File: config.mk
export PLATFORM = sky130hd
export DESIGN_NAME = instr_encoder_loader
export DESIGN_NICKNAME = d
export VERILOG_FILES = /design/src/rtl/instr_encoder_loader.sv
export SDC_FILE = /design/constraint.sdc
export NUM_CORES = 1
export LEC_CHECK = 0
export CAP_MARGIN = 20
export CORE_MARGIN = 2
export CORE_UTILIZATION = 44
export CTS_CLUSTER_SIZE = 24
export DETAILED_ROUTE_END_ITERATION = 10
export HOLD_SLACK_MARGIN = 0.06
export PLACE_DENSITY = 0.9
export SKIP_LAST_GASP = 1
export SLEW_MARGIN = 20
export SYNTH_ARGS = -nofsm -noshare
export SYNTH_HDL_FRONTEND = slang
export SYNTH_SLANG_ARGS = --single-unit
File: constraint.sdc
create_clock -name clk -period 2.6 [get_ports clk]
set_input_delay 0.39 -clock clk [delete_from_list [all_inputs] [get_ports clk]]
set_output_delay 0.39 -clock clk [all_outputs]
set_load 0.03 [all_outputs]
File: src/rtl/instr_encoder_loader.sv
// Boot/test loader: packs instruction fields into RV64I words and streams them
// into instruction memory at consecutive word addresses, one word per handshake.
module instr_encoder_loader #(
  parameter int ADDR_W    = 10,
  parameter int BASE_ADDR = 0
) (
  input  logic              clk,
  input  logic              rst_n,
  input  logic              start,
  input  logic              in_valid,
  output logic              in_ready,
  input  logic [2:0]        in_class,
  input  logic [2:0]        in_funct3,
  input  logic [6:0]        in_funct7,
  input  logic [4:0]        in_rd,
  input  logic [4:0]        in_rs1,
  input  logic [4:0]        in_rs2,
  input  logic [12:0]       in_imm,
  input  logic              in_last,
  output logic              imem_we,
  input  logic              imem_ready,
  output logic [ADDR_W-1:0] imem_addr,
  output logic [31:0]       imem_wdata,
  output logic              done,
  output logic              err,
  output logic [ADDR_W:0]   count
);

  typedef enum logic [1:0] {S_IDLE, S_ACCEPT, S_WRITE, S_DONE} state_t;

  localparam logic [ADDR_W-1:0] BASE     = ADDR_W'(BASE_ADDR);
  localparam logic [ADDR_W-1:0] ADDR_MAX = {ADDR_W{1'b1}};

  state_t              state_q, state_d;
  logic                in_ready_q, in_ready_d;
  logic                imem_we_q, imem_we_d;
  logic                done_q, done_d;
  logic                err_q, err_d;
  logic                last_q, last_d;
  logic [ADDR_W-1:0]   addr_q, addr_d;
  logic [31:0]         wdata_q, wdata_d;
  logic [ADDR_W:0]     count_q, count_d;
  logic [32:0]         enc;

  // Returns {format_error, word}; malformed fields still yield a word to write.
  function automatic logic [32:0] encode(
    input logic [2:0]  cls,
    input logic [2:0]  f3,
    input logic [6:0]  f7,
    input logic [4:0]  rd,
    input logic [4:0]  rs1,
    input logic [4:0]  rs2,
    input logic [12:0] imm
  );
    logic [31:0] word;
    logic        bad;
    logic        imm12_bad;
    imm12_bad = imm[12] ^ imm[11];
    word      = 32'h0000_0013;
    bad       = 1'b0;
    case (cls)
      3'd0: begin word = {imm[11:0], rs1, f3, rd, 7'b0000011}; bad = imm12_bad; end
      3'd1: begin word = {imm[11:5], rs2, rs1, f3, imm[4:0], 7'b0100011}; bad = imm12_bad; end
      3'd2: begin word = {f7, rs2, rs1, f3, rd, 7'b0110011}; end
      3'd3: begin word = {imm[11:0], rs1, f3, rd, 7'b0010011}; bad = imm12_bad; end
      3'd4: begin
        word = {imm[12], imm[10:5], rs2, rs1, f3, imm[4:1], imm[11], 7'b1100011};
        bad  = imm[0];
      end
      default: begin word = 32'h0000_0013; bad = 1'b1; end
    endcase
    return {bad, word};
  endfunction

  always_comb begin
    state_d = state_q;
    err_d   = err_q;
    last_d  = last_q;
    addr_d  = addr_q;
    wdata_d = wdata_q;
    count_d = count_q;
    enc     = '0;
    case (state_q)
      S_IDLE: begin
        if (start) begin
          addr_d  = BASE;
          count_d = '0;
          err_d   = 1'b0;
          state_d = S_ACCEPT;
        end
      end
      S_ACCEPT: begin
        if (in_valid && in_ready_q) begin
          enc     = encode(in_class, in_funct3, in_funct7, in_rd, in_rs1, in_rs2, in_imm);
          wdata_d = enc[31:0];
          err_d   = err_q | enc[32];
          last_d  = in_last;
          state_d = S_WRITE;
        end
      end
      S_WRITE: begin
        if (imem_we_q && imem_ready) begin
          count_d = count_q + 1'b1;
          addr_d  = addr_q + 1'b1;
          // The top word ends the session; never wrap back to the base.
          if (last_q || addr_q == ADDR_MAX) begin
            state_d = S_DONE;
            if (!last_q) err_d = 1'b1;
          end else begin
            state_d = S_ACCEPT;
          end
        end
      end
      S_DONE: state_d = S_IDLE;
      default: state_d = S_IDLE;
    endcase
    in_ready_d = (state_d == S_ACCEPT);
    imem_we_d  = (state_d == S_WRITE);
    done_d     = (state_d == S_DONE);
  end

  always_ff @(posedge clk) begin
    if (!rst_n) begin
      state_q    <= S_IDLE;
      in_ready_q <= 1'b0;
      imem_we_q  <= 1'b0;
      done_q     <= 1'b0;
      err_q      <= 1'b0;
      last_q     <= 1'b0;
      addr_q     <= BASE;
      wdata_q    <= '0;
      count_q    <= '0;
    end else begin
      state_q    <= state_d;
      in_ready_q <= in_ready_d;
      imem_we_q  <= imem_we_d;
      done_q     <= done_d;
      err_q      <= err_d;
      last_q     <= last_d;
      addr_q     <= addr_d;
      wdata_q    <= wdata_d;
      count_q    <= count_d;
    end
  end

  assign in_ready   = in_ready_q;
  assign imem_we    = imem_we_q;
  assign done       = done_q;
  assign err        = err_q;
  assign imem_addr  = addr_q;
  assign imem_wdata = wdata_q;
  assign count      = count_q;

endmodule

==> results of run 1 <==
worst min-delay path, cell delays in order, from the launching register on:
cell and delay, ps:
dfxtp_1 310, nand2_1 50, a21oi_1 50
layout by cell type (no fill, tap or decap), drive strengths merged, types with 10 or more instances in the layout:
cell type and instances:
buf 11, nor2 25, a21oi 33, nand2 35, clkbuf 11, dfxtp 57
nand3 20, nor2b 10, clkdlybuf4s50 101
how the worst min path moves through the flow:
| stage | to | slack (ps) | cells past startpoint |
|---|---|---|---|
| 2_1_floorplan | last_q$_SDFFE_PN0P_ | 450 | 2 |
| 3_3_place_gp | imem_wdata[6]$_SDFFE_PN0P_ | 440 | 2 |
| 3_5_place_dp | imem_wdata[9]$_SDFFE_PN0P_ | 450 | 2 |
| 4_1_cts | imem_wdata[9]$_SDFFE_PN0P_ | 460 | 2 |
| 5_1_grt | imem_wdata[31]$_SDFFE_PN0P_ | 480 | 2 |
| 6_report | imem_wdata[9]$_SDFFE_PN0P_ | 450 | 2 |
metrics by stage:
step / setup slack [ps] / total power, W / cells / hold WS (ps) / util [%]
6_report: 212 / 0.00205 / 517 / 452 / 65.1
5_1_grt: 45.0 / 0.00212 / 517 / 478 / 65.1
4_1_cts: 229 / 0.00206 / 517 / 455 / 65.1
3_5_place_dp: 233 / 0.00123 / 501 / 445 / 62.0
3_3_place_gp: 283 / 0.00122 / 501 / 443 / 62.0
2_1_floorplan: 512 / 0.00108 / 337 / 449 / -
final cells by class:
| class | count | area [um^2] |
|---|---|---|
| Fill cell | 522 | 2180 |
| Multi-Input combinational cell | 248 | 1510 |
| Sequential cell | 57 | 1140 |
| Timing Repair Buffer | 112 | 1090 |
| Clock buffer | 11 | 141 |
| Tap cell | 77 | 96.3 |
| Clock inverter | 5 | 55.1 |
| Inverter | 7 | 26.3 |
cell families (layout without fill, tap and decap cells):
group                      Yosys count  in the layout  synth area share [%]
xor gates and xnor gates             9              9                  2.82
adders and majority gates            7              7                  3.14
DFF                                 57             57                  40.9
and+or+nand+nor                    135            135                  25.0
buffers and inverters               32            135                  5.11
AOI/OAI and AO/OA                   95             95                  22.9
other                                1              2                 0.134
power groups by stage:
stage	combinational (W)	sequential, W	clock (W)
global route	0.000334	0.000905	0.000884
CTS	0.000306	0.000903	0.000848
detailed placement	0.000305	0.000923	0
floorplan	0.000137	0.000947	0
global placement	0.000297	0.000922	0
finish	0.000307	0.000904	0.000837
per-layer routing:
metal  GRT usage [%]  part of all wire, %  vias up
met5               0                    0        -
met4            8.65                  1.5        0
met3            8.61                  8.1       11
met2            38.7                   50      129
met1            25.5                   41     1403
li1                -                    -     1434
sequential cells by signal, indices dropped and copies added, names as in the netlist:
register	count
imem_wdata	29
err	1
last_q	1
done	1
count	11
imem_we	1
in_ready	1
state_q	2
imem_addr	10
==> results.sh, run 1 <==
export IMPL_outcome="completed"
export IMPL_p_clk_share_pct=40.9
export IMPL_routed_via_density=5.76
export IMPL_cp_start_kind="flip-flop"
export IMPL_crit_family="simple AND/OR/NAND/NOR gates"
export IMPL_r2r_end="imem_addr[8]$_SDFFE_PN0P_"
export IMPL_numPortBuffers=101
export IMPL_fin_crit_ps=2390
export IMPL_power_leakage_nw=1.42
export IMPL_cp_num_buf_inv=1
export IMPL_worst_setup_path_type="flip-flop to flip-flop"
export IMPL_tightest_slew_ps=704
export IMPL_cts_tree="built"
export IMPL_seq_area_frac_synth_pct=40.9
export IMPL_cts_sinks=57
export IMPL_drc=0
export IMPL_r2r_cells=6
export IMPL_synthTopCellsByArea="dfxtp_1, a21oi_1, nand2_1"
export IMPL_yosys_most_used_dff="dfxtp_1"
export IMPL_antenna_found_initial=0
export IMPL_setup_viol=0
export IMPL_grt_overflow=0
export IMPL_timing_rr_start="state_q[0]$_SDFF_PN0_"
export IMPL_grt_max_degree=23
export IMPL_nets=489
export IMPL_p_comb_share_pct=15.0
export IMPL_dieArea_mm2=0.00700
export IMPL_finalWeightedCongestion=0.834
export IMPL_boundaryPins=104
export IMPL_internal_power_w=0.00150
export IMPL_hold_violations=0
export IMPL_synth_edf_count=0
export IMPL_numCtsBuffers=9
export IMPL_synthCells=336
export IMPL_crit_start="state_q[0]$_SDFF_PN0_"
export IMPL_clockRootBuffer="clkbuf_8"
export IMPL_core_mm2=0.00624
export IMPL_dieWidth_um=83.7
export IMPL_ys_types=51
export IMPL_yosysTopAreaCell="dfxtp_1"
export IMPL_syn_to_final_growth_pct=45.6
export IMPL_r2r_slack_ps=210
export IMPL_grtUsageTotal_pct=22.6
export IMPL_period_share_pct=91.8
export IMPL_synth_common_cells="dfxtp_1, nand2_1, a21oi_1, nor2_1, nand3_1"
export IMPL_syn_area_mm2=0.00279
export IMPL_fp_dieH_um=83.7
export IMPL_dp_hpwl_um=5830
export IMPL_num_rows=29
export IMPL_async_reset_ff_share_pct=0
export IMPL_slew_viol_final=0
export IMPL_drive_above_1_share_pct=6.36
export IMPL_wl_per_cell_um=15.5
export IMPL_yosysMostFrequentCell="dfxtp_1"
export IMPL_place_area_mm2=0.00387
export IMPL_synth_top_area_share_pct=40.9
export IMPL_grt_pass1_vias=2921
export IMPL_syn_avg_cell_area_um2=8.31
export IMPL_initial_utilization_pct=44.7
export IMPL_hold_class="flip-flop to flip-flop"
export IMPL_power_density_mw_per_mm2=504
export IMPL_rsz0062_at_grt="no"
export IMPL_slew_headroom_pct=53.1
export IMPL_setup_tns_final_ps=0
export IMPL_cp_data_arrival_time_ps=2650
export IMPL_swShare_pct=26.8
export IMPL_drt_iter0_drc=146
export IMPL_p_seq_share_pct=44.1
export IMPL_cp_num_cells=6
export IMPL_grt_pass1_wl_um=13000
export IMPL_first_pass_iters=5
export IMPL_worstPathCellList="inv_1, ha_1, nor2_1, or3_1, or4_1, a21oi_1"
export IMPL_finClkSkew_ps=7.00
export IMPL_htree_levels=3
export IMPL_critical_path_slowest_cell="or4_1"
export IMPL_cp_max_fo=17
export IMPL_switching_power_w=0.000550
export IMPL_yosys_warnings=0
export IMPL_clkTransAtPathRegs_ps=70
export IMPL_drtAntennaViolNets=0
export IMPL_drv_cap=0
export IMPL_max_stage_delay_ps=580
export IMPL_peakVddDrop_uv=474
export IMPL_crit_path_end="imem_addr[8]$_SDFFE_PN0P_"
export IMPL_cts_resized=0
export IMPL_cp_required_ps=2860
export IMPL_clk_path_buf_depth=2
export IMPL_route_vias_total=2977
export IMPL_drt_total_wl_um=7990
export IMPL_cts_setup_buffers=0
export IMPL_fin_area_mm2=0.00407
export IMPL_clkLatencyLatePin_ps=340
export IMPL_end_kind="flip-flop"
export IMPL_holdBufCountCts=0
export IMPL_antenna_cells=0
export IMPL_yosys_register_bits=57
export IMPL_fmax_ghz=0.419
export IMPL_hp_start="imem_wdata[9]$_SDFFE_PN0P_"
(Power assumes the default switching activity.)
==> run 2: changes to the inputs <==
--- a/config.mk
+++ b/config.mk
@@ -5,10 +5,10 @@
 export SDC_FILE = /design/constraint.sdc
 export NUM_CORES = 1
 export LEC_CHECK = 0
+export ABC_AREA = 1
 export CAP_MARGIN = 20
 export CORE_MARGIN = 2
 export CORE_UTILIZATION = 44
-export CTS_CLUSTER_SIZE = 24
 export DETAILED_ROUTE_END_ITERATION = 10
 export HOLD_SLACK_MARGIN = 0.06
 export PLACE_DENSITY = 0.9
==> results.sh, run 2 <==
export IMPL_outcome="completed"
export IMPL_layout_common_cells="nand2_1, clkdlybuf4s50_1, dfxtp_1"
export IMPL_power_density_mw_per_mm2=535
export IMPL_cts_resized=0
export IMPL_largest_register_ffs=29
export IMPL_syn_avg_cell_area_um2=6.91
export IMPL_htree_levels=3
export IMPL_p_comb_share_pct=12.1
export IMPL_numCtsBuffers=9
export IMPL_r2r_slack_ps=690
export IMPL_critical_path_slowest_cell="ha_1"
export IMPL_antenna_found_initial=0
export IMPL_holdBufCountCts=0
export IMPL_synthCells=406
export IMPL_synthTopCellsByArea="dfxtp_1, nand2_1, a21oi_1"
export IMPL_clk_path_buf_depth=2
export IMPL_clkLatencyLatePin_ps=340
export IMPL_p_seq_share_pct=40.9
export IMPL_cp_max_fo=15
export IMPL_dp_hpwl_um=5750
export IMPL_worst_setup_path_type="flip-flop to flip-flop"
export IMPL_setup_viol=0
export IMPL_grt_pass1_vias=2917
export IMPL_first_pass_iters=6
export IMPL_yosys_register_bits=57
export IMPL_yosysTopAreaCell="dfxtp_1"
export IMPL_grt_pass1_wl_um=12900
export IMPL_cp_required_ps=2830
export IMPL_yosys_warnings=0
export IMPL_crit_family="simple AND/OR/NAND/NOR gates"
export IMPL_cts_tree="built"
export IMPL_fin_crit_ps=1910
export IMPL_route_vias_total=3088
export IMPL_drtAntennaViolNets=0
export IMPL_antenna_cells=0
export IMPL_drt_total_wl_um=7760
export IMPL_nets=563
export IMPL_clkTransAtPathRegs_ps=70
export IMPL_grt_max_degree=29
export IMPL_seq_area_frac_synth_pct=40.7
export IMPL_final_common_cell="nand2_1"
export IMPL_synth_common_cells="nand2_1, dfxtp_1, inv_1, a21oi_1, nor2_1"
export IMPL_grt_overflow=0
export IMPL_slew_viol_final=0
export IMPL_peakVddDrop_uv=370
export IMPL_end_kind="flip-flop"
export IMPL_power_leakage_nw=1.63
export IMPL_cts_sinks=57
export IMPL_internal_power_w=0.00166
export IMPL_syn_to_final_growth_pct=46.2
export IMPL_num_rows=29
export IMPL_dieArea_mm2=0.00703
export IMPL_clockRootBuffer="clkbuf_8"
export IMPL_place_area_mm2=0.00386
export IMPL_fmax_ghz=0.523
export IMPL_finClkSkew_ps=6.19
export IMPL_drv_cap=0
export IMPL_initial_utilization_pct=44.9
export IMPL_async_reset_ff_share_pct=0
export IMPL_syn_area_mm2=0.00281
export IMPL_cts_setup_buffers=0
export IMPL_period_share_pct=73.5
export IMPL_ys_types=31
export IMPL_yosysMostFrequentCell="nand2_1"
export IMPL_fp_dieH_um=83.8
export IMPL_synth_edf_count=0
export IMPL_cp_data_arrival_time_ps=2140
export IMPL_grtUsageTotal_pct=22.5
export IMPL_max_stage_delay_ps=350
export IMPL_drive_above_1_share_pct=7.39
export IMPL_core_mm2=0.00624
export IMPL_worstPathCellList="inv_1, ha_1, inv_2, nand2_4, nand3_4, nor2_2, nand2_1, o21ai_0, nor2_1"
export IMPL_routed_via_density=5.23
export IMPL_fin_area_mm2=0.00410
export IMPL_cp_start_kind="flip-flop"
export IMPL_hold_class="flip-flop to flip-flop"
export IMPL_dieWidth_um=83.8
export IMPL_wl_per_cell_um=13.1
export IMPL_hold_violations=0
export IMPL_numPortBuffers=101
export IMPL_rsz0062_at_grt="no"
export IMPL_utilization_pct=65.7
export IMPL_swShare_pct=24.2
export IMPL_switching_power_w=0.000530
export IMPL_p_clk_share_pct=47.1
export IMPL_cp_num_buf_inv=2
export IMPL_yosys_most_used_dff="dfxtp_1"
export IMPL_setup_tns_final_ps=0
export IMPL_drc=0
export IMPL_boundaryPins=104
export IMPL_hold_ws_ps=466
export IMPL_finalWeightedCongestion=0.888
export IMPL_drt_iter0_drc=146
export IMPL_synth_top_area_share_pct=40.7
## run 2: per-layer routing
layer / track usage (%) / wire (um) / up-vias
li1: - / - / 1525
met5: 0 / 0 / -
met2: 39.1 / 3700 / 162
met1: 25.5 / 3080 / 1380
met4: 6.45 / 136 / 0
met3: 8.90 / 843 / 21
## run 2: metrics by stage
stage	total power, W	std cells	worst slack, ps
floorplan	0.00106	407	1050
global placement	0.00117	575	722
detailed placement	0.00118	575	655
CTS	0.00220	591	728
global route	0.00227	591	503
finish	0.00219	591	688
## run 2: final cells by class
type	count	area [um^2]
Clock buffer	10	138
Clock inverter	6	105
Fill cell	514	2140
Inverter	52	195
Multi-Input combinational cell	284	1390
Sequential cell	57	1140
Tap cell	77	96.3
Timing Repair Buffer	105	1040
## run 2: logic make-up (layout without fill, tap and decap cells)
kind of cell / Yosys count / count (layout) / share of synthesized area [%]
AOI/OAI and AO/OA: 82 / 82 / 16.1
buffers and inverters: 66 / 173 / 10.1
adders and majority gates: 7 / 7 / 3.12
and+or+nand+nor: 193 / 193 / 29.8
other: 1 / 2 / 0.134
DFF: 57 / 57 / 40.7
## run 2: final timing paths
kind	from	endpoint	depth (start not counted)
min	imem_wdata[16]$_SDFFE_PN0P_	imem_wdata[16]$_SDFFE_PN0P_	2
max	state_q[0]$_SDFF_PN0_	imem_addr[6]$_SDFFE_PN0P_	9
max reg2reg	state_q[0]$_SDFF_PN0_	imem_addr[6]$_SDFFE_PN0P_	9
min reg2reg	imem_wdata[16]$_SDFFE_PN0P_	imem_wdata[16]$_SDFFE_PN0P_	2
## run 2: power groups by stage
stage,Combinational [W],Sequential (W),Clock (W)
5_1_grt,0.000287,0.000898,0.00108
6_report,0.000264,0.000897,0.00103
4_1_cts,0.000263,0.000896,0.00104
2_1_floorplan,0.000121,0.000937,0
3_3_place_gp,0.000256,0.000916,0
3_5_place_dp,0.000261,0.000916,0
## run 2: worst min-delay path: stages (launching register included)
cell and delay, ps:
dfxtp_1 310, nand2_1 60, a21oi_1 50
==> run 3: changes to the inputs <==
--- a/config.mk
+++ b/config.mk
@@ -8,10 +8,10 @@
 export ABC_AREA = 1
 export CAP_MARGIN = 20
 export CORE_MARGIN = 2
-export CORE_UTILIZATION = 44
+export CORE_UTILIZATION = 40
 export DETAILED_ROUTE_END_ITERATION = 10
 export HOLD_SLACK_MARGIN = 0.06
-export PLACE_DENSITY = 0.9
+export PLACE_DENSITY = 0.86
 export SKIP_LAST_GASP = 1
 export SLEW_MARGIN = 20
 export SYNTH_ARGS = -nofsm -noshare
==> constraint.sdc (replaced) <==
create_clock -name clk -period 1.7 [get_ports clk]
set_input_delay 0.255 -clock clk [delete_from_list [all_inputs] [get_ports clk]]
set_output_delay 0.255 -clock clk [all_outputs]
set_load 0.03 [all_outputs]
==> results.sh, run 3 (synthesis gave the netlist of run 2 again) <==
export IMPL_drv_cap=0
export IMPL_dieArea_mm2=0.00770
export IMPL_r2r_slack_ps=50
export IMPL_clk_path_buf_depth=2
export IMPL_dp_hpwl_um=6100
export IMPL_num_rows=30
export IMPL_drt_iter0_drc=177
export IMPL_peakVddDrop_uv=539
export IMPL_fmax_ghz=0.603
export IMPL_htree_levels=3
export IMPL_slew_viol_final=0
export IMPL_numCtsBuffers=9
export IMPL_drive_above_1_share_pct=12.5
export IMPL_grt_pass1_vias=2946
export IMPL_core_mm2=0.00679
export IMPL_rsz0062_at_grt="yes"
export IMPL_hold_violations=0
export IMPL_drt_total_wl_um=8400
export IMPL_route_vias_total=3160
export IMPL_nets=584
export IMPL_cp_required_ps=1440
export IMPL_worstPathCellList="clkdlybuf4s50_1"
export IMPL_hold_ws_ps=471
export IMPL_grtUsageTotal_pct=21.5
export IMPL_grt_pass1_wl_um=12900
export IMPL_finClkSkew_ps=4.13
export IMPL_largest_register_ffs=29
export IMPL_worst_setup_path_type="flip-flop to primary output"
export IMPL_numPortBuffers=101
export IMPL_power_leakage_nw=1.90
export IMPL_period_share_pct=97.6
export IMPL_antenna_found_initial=0
export IMPL_clkTransAtPathRegs_ps=70
export IMPL_crit_family="buffers and inverters"
export IMPL_whs_endpoint="imem_wdata[25]$_SDFFE_PN0P_"
export IMPL_layout_common_cells="nand2_1, clkdlybuf4s50_1, dfxtp_1"
export IMPL_cts_sinks=57
export IMPL_timing_rr_start="state_q[1]$_SDFF_PN0_"
export IMPL_hold_class="flip-flop to flip-flop"
export IMPL_cp_max_fo=4
export IMPL_cts_tree="built"
export IMPL_setup_viol=0
export IMPL_finalWeightedCongestion=0.902
export IMPL_drtAntennaViolNets=0
export IMPL_r2r_cells=9
export IMPL_utilization_pct=63.5
export IMPL_cp_data_arrival_time_ps=1400
export IMPL_grt_overflow=0
export IMPL_grt_max_degree=29
export IMPL_outcome="completed"
export IMPL_max_stage_delay_ps=690
export IMPL_initial_utilization_pct=41.3
export IMPL_clkLatencyLatePin_ps=340
export IMPL_syn_to_final_growth_pct=53.8
export IMPL_boundaryPins=104
export IMPL_dieWidth_um=87.7
export IMPL_wl_per_cell_um=13.3
export IMPL_clockRootBuffer="clkbuf_8"
export IMPL_holdPathStages=2
export IMPL_cp_num_buf_inv=1
export IMPL_end_kind="primary output"
export IMPL_hp_start="imem_wdata[25]$_SDFFE_PN0P_"
export IMPL_critical_path_slowest_cell="clkdlybuf4s50_1"
export IMPL_drc=0
export IMPL_antenna_cells=0
export IMPL_power_density_mw_per_mm2=735
export IMPL_fin_crit_ps=1660
export IMPL_final_common_cell="nand2_1"
export IMPL_holdBufCountCts=0
export IMPL_fp_dieH_um=87.7
export IMPL_cp_start_kind="flip-flop"
export IMPL_r2r_end="count[0]$_SDFFE_PN0P_"
export IMPL_routed_via_density=5.01
export IMPL_first_pass_iters=4
## run 3: cell types whose count changed in the layout (fill, tap and decap cells not counted), moves of 3 or more
cell,before,now
ha_2,0,3
dlygate4sd2_1,0,8
dlymetal6s2s_1,0,8
ha_1,7,4
clkdlybuf4s50_1,101,85
buf_4,4,21
## run 3: area by class of cell
class / count / area (um^2)
clock buffers: 14 / 173
clock inverters: 2 / 35.0
fillers: 580 / 2480
inverters: 52 / 200
multi-input cells: 285 / 1430
flip-flops and latches: 57 / 1140
well taps: 96 / 120
repair buffers: 124 / 1210
repair inverters: 1 / 6.26
## run 3: worst max-delay path by stage
stage / startpoint / end / slack (ps) / depth (start not counted)
after CTS: count[7]$_SDFFE_PN0P_ / count[7] / 3 / 1
after detailed placement: in_class[0] / imem_wdata[23]$_SDFFE_PN0P_ / -20 / 7
final: count[9]$_SDFFE_PN0P_ / count[9] / 40 / 1
after global placement: in_valid / imem_wdata[20]$_SDFFE_PN0P_ / 20 / 7
after global routing: state_q[1]$_SDFF_PN0_ / count[5]$_SDFFE_PN0P_ / -60 / 9
after floorplan: imem_addr[0]$_SDFFE_PN0P_ / in_ready$_SDFF_PN0_ / 150 / 9
## run 3: power by group
| group | internal [W] | leakage, nW | switching [W] |
|---|---|---|---|
| Clock | 0.000796 | 0.107 | 0.000539 |
| Combinational | 0.000222 | 1.33 | 0.000244 |
| Sequential | 0.00136 | 0.461 | 0.0000170 |
| Total | 0.00237 | 1.90 | 0.000800 |
## run 3: metrics by stage
step / power, W / area [um^2] / worst slack, ps / instances / TNS (ps)
after floorplan: 0.00162 / 2810 / 145 / 407 / 0
after global placement: 0.00183 / 4030 / 20.3 / 612 / 0
after detailed placement: 0.00184 / 4030 / -16.6 / 612 / -16.6
after CTS: 0.00316 / 4230 / 2.52 / 628 / 0
after global routing: 0.00328 / 4320 / -56.8 / 631 / -305
final: 0.00317 / 4320 / 40.6 / 631 / 0
## run 3: routing by layer
metal | share of wire [%] | GRT usage (%) | vias up
li1 | - | - | 1562
met1 | 40 | 23.5 | 1458
met2 | 50 | 37.4 | 125
met3 | 8.0 | 7.26 | 15
met4 | 1.7 | 9.93 | 0
met5 | 0 | 0 | -
## run 3: repair_timing
item | 4_1_cts | 5_1_grt
cloned | 0 | 2
setup buffers | 0 | 1
endpoints found under the setup margin | 8 | 32
pin swaps | 0 | 3
gates resized for setup | 8 | 24
==> edit (config.mk and constraints of run 2) <==
Take the reset off `wdata_q` and load it in a clocked block of its own.
--- a/src/rtl/instr_encoder_loader.sv
+++ b/src/rtl/instr_encoder_loader.sv
@@ -128,7 +128,6 @@
       err_q      <= 1'b0;
       last_q     <= 1'b0;
       addr_q     <= BASE;
-      wdata_q    <= '0;
       count_q    <= '0;
     end else begin
       state_q    <= state_d;
@@ -138,9 +137,12 @@
       err_q      <= err_d;
       last_q     <= last_d;
       addr_q     <= addr_d;
-      wdata_q    <= wdata_d;
       count_q    <= count_d;
     end
+  end
+
+  always_ff @(posedge clk) begin
+    wdata_q <= wdata_d;
   end
 
   assign in_ready   = in_ready_q;
Function: differs if rst_n is asserted again (counterexample within 4 cycles, from zero or initial values and one cycle with rst_n low); with rst_n held inactive, the same outputs for 10 cycles.
==> edit against run 2 <==
  * Wire length fell by 15%
  * Global-route usage decreased by 3.1 points
  * Clock skew up 0.010 ns
  * Synthesized area fell by 1.5%
  * Final area is 5.0% lower
  * Critical endpoint is now count[4]$_SDFFE_PN0P_
  * Largest power group is now sequential cells
  * Die area fell by 1.4%
  * Setup slack lost 0.067 ns
  * First-iteration DRC count decreased by 38%
  * Total power shrank 21%
  * Sequential cell count down 1
==> edit: results (changes against run 2) <==
hpwl_um: 5180  # was 5750 µm
port_buffers: 99  # was 101
ys_seq_elements: 56  # was 57
n_fill_cell: 491  # was 514
cts.reportedPaths.clkPinSlew_ns: 0.10  # was 0.07 ns
synth-edff-count: 28  # was 0
synth_commonest_cells: "nand2_1 (81), inv_1 (56), nor2_1 (39)"  # was nand2_1 (117), dfxtp_1 (57), inv_1 (45)
arrival_ns: 2.19  # was 2.14 ns
hold_end: "count[8]$_SDFFE_PN0P_"  # was imem_wdata[16]$_SDFFE_PN0P_
htreeDepth: 2  # was 3
cts_resized: 0  # unchanged
cts-buffers-inserted: 5  # was 9
grt_pass1_vias: 2432  # was 2917
regToRegStartpoint: "state_q[0]$_SDFF_PN0_"  # unchanged
grt_pass1_wl_um: 11000  # was 12900 µm
largest_reg_flops: 28  # was 29
synth_area_leaders: "edfxtp_1 (30%), dfxtp_1 (20%), nand2_1 (11%)"  # was dfxtp_1 (41%), nand2_1 (16%), a21oi_1 (7.1%)
hp-start: "count[8]$_SDFFE_PN0P_"  # was imem_wdata[16]$_SDFFE_PN0P_
seq_area_frac_synth_pct: 50.7  # was 40.7%
vias: 2534  # was 3088
antenna_found_initial: 0  # unchanged
drt-pass1-iter-count: 4  # was 6
yosys.area.top_type_share_pct: 30.4  # was 40.7%
cts.path.max_buffers: 2  # unchanged
r2r_slack_ns: 0.62  # was 0.69 ns
yosysUniqueCellTypes: 34  # was 31
synth_ff_type: "edfxtp_1"  # was dfxtp_1
drive_above_1_share_pct: 5.43  # was 7.39%
clk_latency_ns: 0.32  # was 0.34 ns
grt_max_degree: 31  # was 29
hold_slack_ns: 0.473  # was 0.466 ns
skew_ns: 0.0164  # was 0.00619 ns
outcome: "finished clean"  # unchanged
holdCritPathClass: "flop to flop"  # unchanged
wl_per_cell_um: 12.8  # was 13.1 µm
track_usage_pct: 19.4  # was 22.5%
cts_root_buf: "clkbuf_8"  # unchanged
routabilityCongestion: 0.830  # was 0.888
ir_drop_mv: 0.257  # was 0.370 mV
min_path_cells: 2  # unchanged
drtIter0Drc: 91  # was 146
power.leakage_uw: 0.00160  # was 0.00163 µW
r2r-end: "count[4]$_SDFFE_PN0P_"  # was imem_addr[6]$_SDFFE_PN0P_
rr_worst_depth: 10  # was 9
nets: 495  # was 563
edit: cell count changes after synthesis, sizes merged, moves of 5 or more:
cell,run 2,this run
inv,52,60
edfxtp,0,28
a31oi,9,2
a21oi,41,16
dfxtp,57,28
o21ai,21,29
nand3,23,12
nand4,10,5
nand2,119,84
nor2,35,45
edit: cell type report:
cell class,instances,area share (%)
Tap cell,75,2.41
Clock buffer,6,1.90
Clock inverter,2,0.321
Multi-Input combinational cell,218,27.9
Timing Repair Buffer,100,25.6
Sequential cell,56,36.0
Inverter,60,5.85
edit: worst max-delay path by stage:
stage                                     start  depth (start not counted)  slack, ns                         to
after floorplan           state_q[1]$_SDFF_PN0_                          9       0.06         imem_we$_SDFF_PN0_
after CTS                 state_q[0]$_SDFF_PN0_                         11       0.64  imem_addr[7]$_SDFFE_PN0P_
after global placement              in_class[2]                          8       0.55   imem_wdata[24]$_DFFE_PP_
after global routing      state_q[0]$_SDFF_PN0_                         10       0.41      count[4]$_SDFFE_PN0P_
after detailed placement            in_class[2]                          8       0.47   imem_wdata[21]$_DFFE_PP_
final                     state_q[0]$_SDFF_PN0_                         10       0.62      count[4]$_SDFFE_PN0P_
edit: kinds of logic after synthesis:
family,after synthesis,share of synthesized area (%)
flip-flops,56,50.7
adder cells (fa/ha/maj),7,3.17
AND/OR/NAND/NOR,151,24.5
other,2,0.272
buffers and inverters,67,10.3
AO/OA/AOI/OAI,56,11.0
edit: routing by layer:
layer	vias up	global-route usage, %	wire (µm)
li1	1289	-	-
met1	1138	22.6	2760
met2	97	34.5	3280
met3	10	4.77	463
met4	0	6.56	125
met5	-	0	0
edit: power by group:
group | internal [µW] | total (µW) | switching, µW
Combinational | 135 | 305 | 170
Sequential | 950 | 961 | 11.1
Clock | 193 | 471 | 278
edit: critical path: stages, from the launching register on:
cell and delay [ns]:
dfxtp_1 0.38, inv_1 0.10, ha_1 0.33, inv_4 0.14
nand2_1 0.05, o21ai_0 0.25, inv_1 0.27, nand2_1 0.15
o21ai_1 0.07, o21ai_0 0.10, inv_1 0.06
edit: stage by stage:
step | utilization, % | instances | instance area [µm²] | setup WS, ns
floorplan | - | 341 | 2770 | 0.0572
global placement | 63.6 | 509 | 3810 | 0.551
detailed placement | 63.6 | 509 | 3810 | 0.466
CTS | 65.0 | 517 | 3890 | 0.643
global route | 65.0 | 517 | 3890 | 0.409
finish | 65.0 | 517 | 3890 | 0.621
